===== src/rtl/morse_key_decoder.sv =====
// Morse key receiver: synchronizes a raw key line, times marks and spaces in
// UNIT_TICKS units, decodes each character and offers it on a valid/ready port.
module morse_key_decoder #(
  parameter int UNIT_TICKS = 16,
  parameter int CNT_W      = 8
) (
  input  logic       clk,
  input  logic       rst_n,
  input  logic       i_key_in,
  output logic [7:0] o_out_ascii,
  output logic       o_out_valid,
  input  logic       i_out_ready,
  output logic       o_drop
);

  typedef enum logic [1:0] {
    S_IDLE = 2'd0,
    S_MARK = 2'd1,
    S_GAP  = 2'd2,
    S_WORD = 2'd3
  } state_t;

  localparam logic [CNT_W-1:0] TWO_U   = CNT_W'(2 * UNIT_TICKS);
  localparam logic [CNT_W-1:0] FIVE_U  = CNT_W'(5 * UNIT_TICKS);
  localparam logic [CNT_W-1:0] DUR_ONE = CNT_W'(1);
  localparam logic [CNT_W-1:0] DUR_MAX = {CNT_W{1'b1}};

  state_t           r_state;
  logic             r_sync1;
  logic             r_key_s;
  logic             r_key_d;
  logic [CNT_W-1:0] r_dur;
  logic [3:0]       r_cnt;
  logic [7:0]       r_buf;
  logic             r_word_pending;

  logic             w_edge;
  logic             w_is_dash;
  logic [7:0]       w_decoded;
  logic             w_emit;
  logic [7:0]       w_emit_byte;

  // Elements are rebuilt first-element-first so table entries read like Morse.
  function automatic logic [7:0] decode_char(input logic [3:0] cnt, input logic [7:0] elems);
    logic [7:0] rev;
    logic [7:0] code;
    rev  = {<<{elems}};
    code = rev >> (4'd8 - cnt);
    case ({cnt, code})
      {4'd2, 8'b01}:     decode_char = 8'h41;
      {4'd4, 8'b1000}:   decode_char = 8'h42;
      {4'd4, 8'b1010}:   decode_char = 8'h43;
      {4'd3, 8'b100}:    decode_char = 8'h44;
      {4'd1, 8'b0}:      decode_char = 8'h45;
      {4'd4, 8'b0010}:   decode_char = 8'h46;
      {4'd3, 8'b110}:    decode_char = 8'h47;
      {4'd4, 8'b0000}:   decode_char = 8'h48;
      {4'd2, 8'b00}:     decode_char = 8'h49;
      {4'd4, 8'b0111}:   decode_char = 8'h4A;
      {4'd3, 8'b101}:    decode_char = 8'h4B;
      {4'd4, 8'b0100}:   decode_char = 8'h4C;
      {4'd2, 8'b11}:     decode_char = 8'h4D;
      {4'd2, 8'b10}:     decode_char = 8'h4E;
      {4'd3, 8'b111}:    decode_char = 8'h4F;
      {4'd4, 8'b0110}:   decode_char = 8'h50;
      {4'd4, 8'b1101}:   decode_char = 8'h51;
      {4'd3, 8'b010}:    decode_char = 8'h52;
      {4'd3, 8'b000}:    decode_char = 8'h53;
      {4'd1, 8'b1}:      decode_char = 8'h54;
      {4'd3, 8'b001}:    decode_char = 8'h55;
      {4'd4, 8'b0001}:   decode_char = 8'h56;
      {4'd3, 8'b011}:    decode_char = 8'h57;
      {4'd4, 8'b1001}:   decode_char = 8'h58;
      {4'd4, 8'b1011}:   decode_char = 8'h59;
      {4'd4, 8'b1100}:   decode_char = 8'h5A;
      {4'd5, 8'b11111}:  decode_char = 8'h30;
      {4'd5, 8'b01111}:  decode_char = 8'h31;
      {4'd5, 8'b00111}:  decode_char = 8'h32;
      {4'd5, 8'b00011}:  decode_char = 8'h33;
      {4'd5, 8'b00001}:  decode_char = 8'h34;
      {4'd5, 8'b00000}:  decode_char = 8'h35;
      {4'd5, 8'b10000}:  decode_char = 8'h36;
      {4'd5, 8'b11000}:  decode_char = 8'h37;
      {4'd5, 8'b11100}:  decode_char = 8'h38;
      {4'd5, 8'b11110}:  decode_char = 8'h39;
      {4'd6, 8'b010101}: decode_char = 8'h2E;
      {4'd6, 8'b110011}: decode_char = 8'h2C;
      {4'd6, 8'b111000}: decode_char = 8'h3A;
      {4'd6, 8'b001100}: decode_char = 8'h3F;
      {4'd6, 8'b011110}: decode_char = 8'h27;
      {4'd6, 8'b100001}: decode_char = 8'h2D;
      {4'd5, 8'b10010}:  decode_char = 8'h2F;
      {4'd5, 8'b10110}:  decode_char = 8'h28;
      {4'd6, 8'b101101}: decode_char = 8'h29;
      {4'd6, 8'b010010}: decode_char = 8'h22;
      {4'd5, 8'b10001}:  decode_char = 8'h3D;
      {4'd5, 8'b01010}:  decode_char = 8'h2B;
      {4'd6, 8'b011010}: decode_char = 8'h40;
      {4'd8, 8'b0}:      decode_char = 8'h08;
      default:           decode_char = 8'h2A;
    endcase
  endfunction

  assign w_edge    = r_key_s ^ r_key_d;
  assign w_is_dash = (r_dur >= TWO_U);
  assign w_decoded = decode_char(r_cnt, r_buf);

  // Key synchronizer plus one extra stage for edge detection.
  always_ff @(posedge clk or negedge rst_n) begin
    if (!rst_n) begin
      r_sync1 <= 1'b0;
      r_key_s <= 1'b0;
      r_key_d <= 1'b0;
    end else begin
      r_sync1 <= i_key_in;
      r_key_s <= r_sync1;
      r_key_d <= r_key_s;
    end
  end

  // dur restarts at 1 on an edge so that at the next edge it equals the level's length.
  always_ff @(posedge clk or negedge rst_n) begin
    if (!rst_n) begin
      r_dur <= '0;
    end else if (w_edge) begin
      r_dur <= DUR_ONE;
    end else if (r_dur != DUR_MAX) begin
      r_dur <= r_dur + DUR_ONE;
    end else begin
      r_dur <= r_dur;
    end
  end

  // Emit request and byte for the current cycle.
  always_comb begin
    w_emit      = 1'b0;
    w_emit_byte = 8'h00;
    case (r_state)
      S_GAP: begin
        if (r_dur == TWO_U) begin
          w_emit      = 1'b1;
          w_emit_byte = w_decoded;
        end else begin
          w_emit      = 1'b0;
          w_emit_byte = 8'h00;
        end
      end
      S_WORD: begin
        if ((r_dur == FIVE_U) && r_word_pending) begin
          w_emit      = 1'b1;
          w_emit_byte = 8'h20;
        end else begin
          w_emit      = 1'b0;
          w_emit_byte = 8'h00;
        end
      end
      default: begin
        w_emit      = 1'b0;
        w_emit_byte = 8'h00;
      end
    endcase
  end

  // Character FSM; a gap ending exactly on the threshold still emits, then follows the key.
  always_ff @(posedge clk or negedge rst_n) begin
    if (!rst_n) begin
      r_state        <= S_IDLE;
      r_cnt          <= 4'd0;
      r_buf          <= 8'h00;
      r_word_pending <= 1'b0;
    end else begin
      case (r_state)
        S_IDLE: begin
          if (r_key_s) r_state <= S_MARK;
          else         r_state <= S_IDLE;
        end
        S_MARK: begin
          if (w_edge) begin
            if (r_cnt < 4'd8) r_buf[r_cnt[2:0]] <= w_is_dash;
            if (r_cnt != 4'd9) r_cnt <= r_cnt + 4'd1;
            r_state <= S_GAP;
          end
        end
        S_GAP: begin
          if (r_dur == TWO_U) begin
            r_cnt          <= 4'd0;
            r_buf          <= 8'h00;
            r_word_pending <= 1'b1;
            r_state        <= r_key_s ? S_MARK : S_WORD;
          end else if (w_edge) begin
            r_state <= S_MARK;
          end
        end
        S_WORD: begin
          if ((r_dur == FIVE_U) && r_word_pending) begin
            r_word_pending <= 1'b0;
            r_state        <= r_key_s ? S_MARK : S_IDLE;
          end else if (w_edge) begin
            r_state <= S_MARK;
          end
        end
        default: r_state <= S_IDLE;
      endcase
    end
  end

  // Output holding register with overflow drop pulse.
  always_ff @(posedge clk or negedge rst_n) begin
    if (!rst_n) begin
      o_out_ascii <= 8'h00;
      o_out_valid <= 1'b0;
      o_drop      <= 1'b0;
    end else if (w_emit) begin
      if (!o_out_valid || i_out_ready) begin
        o_out_ascii <= w_emit_byte;
        o_out_valid <= 1'b1;
        o_drop      <= 1'b0;
      end else begin
        o_drop <= 1'b1;
      end
    end else begin
      o_drop <= 1'b0;
      if (i_out_ready) o_out_valid <= 1'b0;
    end
  end

endmodule


===== config.mk =====
export PLATFORM = sky130hd
export DESIGN_NAME = morse_key_decoder
export DESIGN_NICKNAME = d
export VERILOG_FILES = /design/src/rtl/morse_key_decoder.sv
export SDC_FILE = /design/constraint.sdc
export NUM_CORES = 1
export LEC_CHECK = 0
export CORE_AREA = 2 2 85 87
export DETAILED_ROUTE_END_ITERATION = 12
export DIE_AREA = 0 0 87 89
export HOLD_SLACK_MARGIN = 0.08
export PLACE_DENSITY = 0.82
export SLEW_MARGIN = 40
export SYNTH_ARGS = -nofsm -noshare
export SYNTH_HDL_FRONTEND = slang
export SYNTH_SLANG_ARGS = --single-unit

===== constraint.sdc =====
create_clock -name clk -period 4.44 [get_ports clk]
set_input_delay 1.332 -clock clk [delete_from_list [all_inputs] [get_ports clk]]
set_output_delay 1.332 -clock clk [all_outputs]
set_load 0.05 [all_outputs]

==> out/results.ini <==
[outcome]
status=completed

[routing]
dr.first_iter.drc_count=474
vias=3668
antenna_left=0
vias_per_cell=7.04
drt_wl_total_um=10400
drt_pre_antenna_iters=6
routedWlPerCell_um=19.9
drc_errors=0

[power]
internal_power_w=0.00104
pwr-share-comb_pct=68.1
pwr-share-clk_pct=10.7
swShare_pct=54.9
p_sw_w=0.00127
power_density_nw_per_um2=596
leakage_nw=1.50
pwr-share-seq_pct=21.2
vdd_drop_max_v=0.000342

[critical_path]
critPathKind=reg2reg
worstReg2RegStart=r_cnt[0]
worstPathArrival_ns=3.87
regToRegSetupSlack_ns=0.79
endpoint_kind=flip-flop
rr_endpoint=o_out_ascii[2]
crit_fanout=20
setup.worst_path.start_class=flip-flop
rr_worst_depth=12
required_ns=4.66
crit_start=r_cnt[0]

[global_routing]
first_global_vias=3285
grt_usage_pct=27.4
grt-ovfl-total=0
grt_max_degree=43
grt_pass1_wl_um=16700
antenna_found_initial=0

[logic_synthesis]
synth_flop_cell=dfrtp_1
yosysTopAreaCellShare_pct=23.8
syn_area_sq_um=3680
yosys_warnings=0
seq_area_frac_synth_pct=23.8
synth-edff-count=0
ys_types=85
synthCells=443
synth_nets=453
yosys.area.top_type=dfrtp_1
postSynthAreaPerCell_sq_um=8.32
synth_seq_cells=35
synth_area_leaders=dfrtp_1, nand2_1, o21ai_0
async_flop_share_pct=100

[timing]
fin_crit_sh_pct=82.1
fin_crit_ns=3.65
hold_violations=0
skew_ns=0.00624
finalSetupViolations=0
rsz0062_at_grt=no
fmax_mhz=274
slew_headroom_pct=48.1
tightest_slew_ns=0.779
slew_violations=0
setup_tns_ns=0

[clock_network]
path_clk_slew_ns=0.08
clk_path_buf_depth=2
cts_buffers=5
cts_root_buf=clkbuf_8
cts.sinks=35
htree_levels=2
cts_tree=done
cts_hold_buf=0
ctsResizeCount=0
cts_setup_buffers=0
clkLatencyLatePin_ns=0.30

[layout]
antennaDiodeCount=0
multi_input_area_sq_um=2600
area_growth_pct=5.16
stdcell_count=521
fillCellCount=591
fin_nets=450
drive_above_1_share_pct=13.4
regArea_sq_um=877

[min_path]
min_path_type=reg2reg
whs_path_depth=0
min_to=r_key_s
hold_start=r_sync1

[placement]
hpwl_um=7590
dp.cells=512
io_buffers=12
place_congestion=0.951

[die]
chipHeight_um=89
ios=14
die_area_sq_um=7740
initial_core_util_pct=54.8
core-area_sq_um=6720
die_x_um=87
placementRows=30

[run]
maxCapViolCount=0

==> layer usage <==
layer | track usage (%) | routed length (um) | vias to the layer above
li1 | - | - | 1697
met1 | 35.9 | 4250 | 1745
met2 | 45.4 | 4960 | 192
met3 | 3.60 | 796 | 34
met4 | 12.5 | 368 | 0
met5 | 0 | 0 | -
==> flip-flops by register name, indices dropped and copies added, names as in the netlist <==
name,cells
o_out_ascii,7
r_cnt,4
r_buf,8
r_key_d,1
o_out_valid,1
r_dur,8
r_state,2
o_drop,1
r_sync1,1
r_word_pending,1
r_key_s,1
==> worst max-delay path, cell delays in order, from the launching register on <==
cell	delay, ns
dfrtp_1	0.38
inv_2	0.09
ha_1	0.66
buf_4	0.29
and4b_1	0.22
a211oi_2	0.27
a2bb2oi_1	0.45
o21ai_0	0.33
o22ai_1	0.23
nand2_1	0.09
a21oi_1	0.30
nor4_1	0.11
o21ai_1	0.14
==> synthesized netlist by cell type (all sizes together), types with 7 or more instances <==
master	instances
nor3	28
nor2	38
nand2	43
nor4	12
a211oi	9
a22o	8
and3	7
nand2b	15
nor2b	9
o21ai	32
clkbuf	8
dfrtp	35
a21oi	18
buf	22
xor2	7
nand4	7
nand3	18
mux2i	12
==> power by group through the flow <==
stage	clock network [W]	registers, W	logic [W]
final	0.000246	0.000490	0.00157
after global routing	0.000269	0.000500	0.00169
after CTS	0.000255	0.000486	0.00151
after detailed placement	0	0.000492	0.00151
after global placement	0	0.000487	0.00151
after floorplan	0	0.000409	0.00135
==> cells by family after synthesis <==
| logic type | after synthesis | synth area share [%] |
|---|---|---|
| simple gates | 206 | 32.1 |
| compound gates | 131 | 27.4 |
| buf+inv | 36 | 5.81 |
| flops | 35 | 23.8 |
| mux | 16 | 5.70 |
| xor+xnor | 12 | 3.06 |
| fa+ha+maj | 6 | 2.04 |
| other cells | 1 | 0.102 |
==> area by class of cell <==
type                    instances  share of cell area (%)
multi-input cells             372                    67.1
flip-flops and latches         35                    22.6
repair buffers                 20                    4.68
well taps                      80                    2.58
clock buffers                   5                    1.78
clock inverters                 3                   0.613
inverters                       6                   0.581
==> metrics by stage <==
stage	setup slack, ns	total power (W)	instance area, sq um	hold slack, ns	utilization (%)
6_report	0.795	0.00231	3870	0.371	57.7
5_1_grt	0.527	0.00246	3870	0.385	57.7
4_1_cts	0.888	0.00225	3850	0.376	57.4
3_5_place_dp	0.882	0.00200	3760	0.347	56.0
3_3_place_gp	0.895	0.00199	3760	0.340	56.0
2_1_floorplan	1.05	0.00176	3680	0.331	-
==> placed cells by master (no fill, tap or decap), types with 9 or more instances in the layout <==
cell             instances
nand2_1                 40
nor2_1                  34
dfrtp_1                 34
o21ai_0                 27
nor3_1                  25
nand3_1                 18
a21oi_1                 17
nand2b_1                15
mux2i_1                 12
clkdlybuf4s50_1         11
nor2b_1                  9
==> worst max path at each step <==
stage          slack, ns  cells after the start        endpoint
2_1_floorplan       1.05                     13  o_out_ascii[1]
4_1_cts             0.89                     12  o_out_ascii[3]
3_3_place_gp        0.89                     11  o_out_ascii[1]
3_5_place_dp        0.88                     12  o_out_ascii[3]
5_1_grt             0.53                     12  o_out_ascii[3]
6_report            0.79                     12  o_out_ascii[2]
No activity file was read; power rests on OpenSTA's default activity.
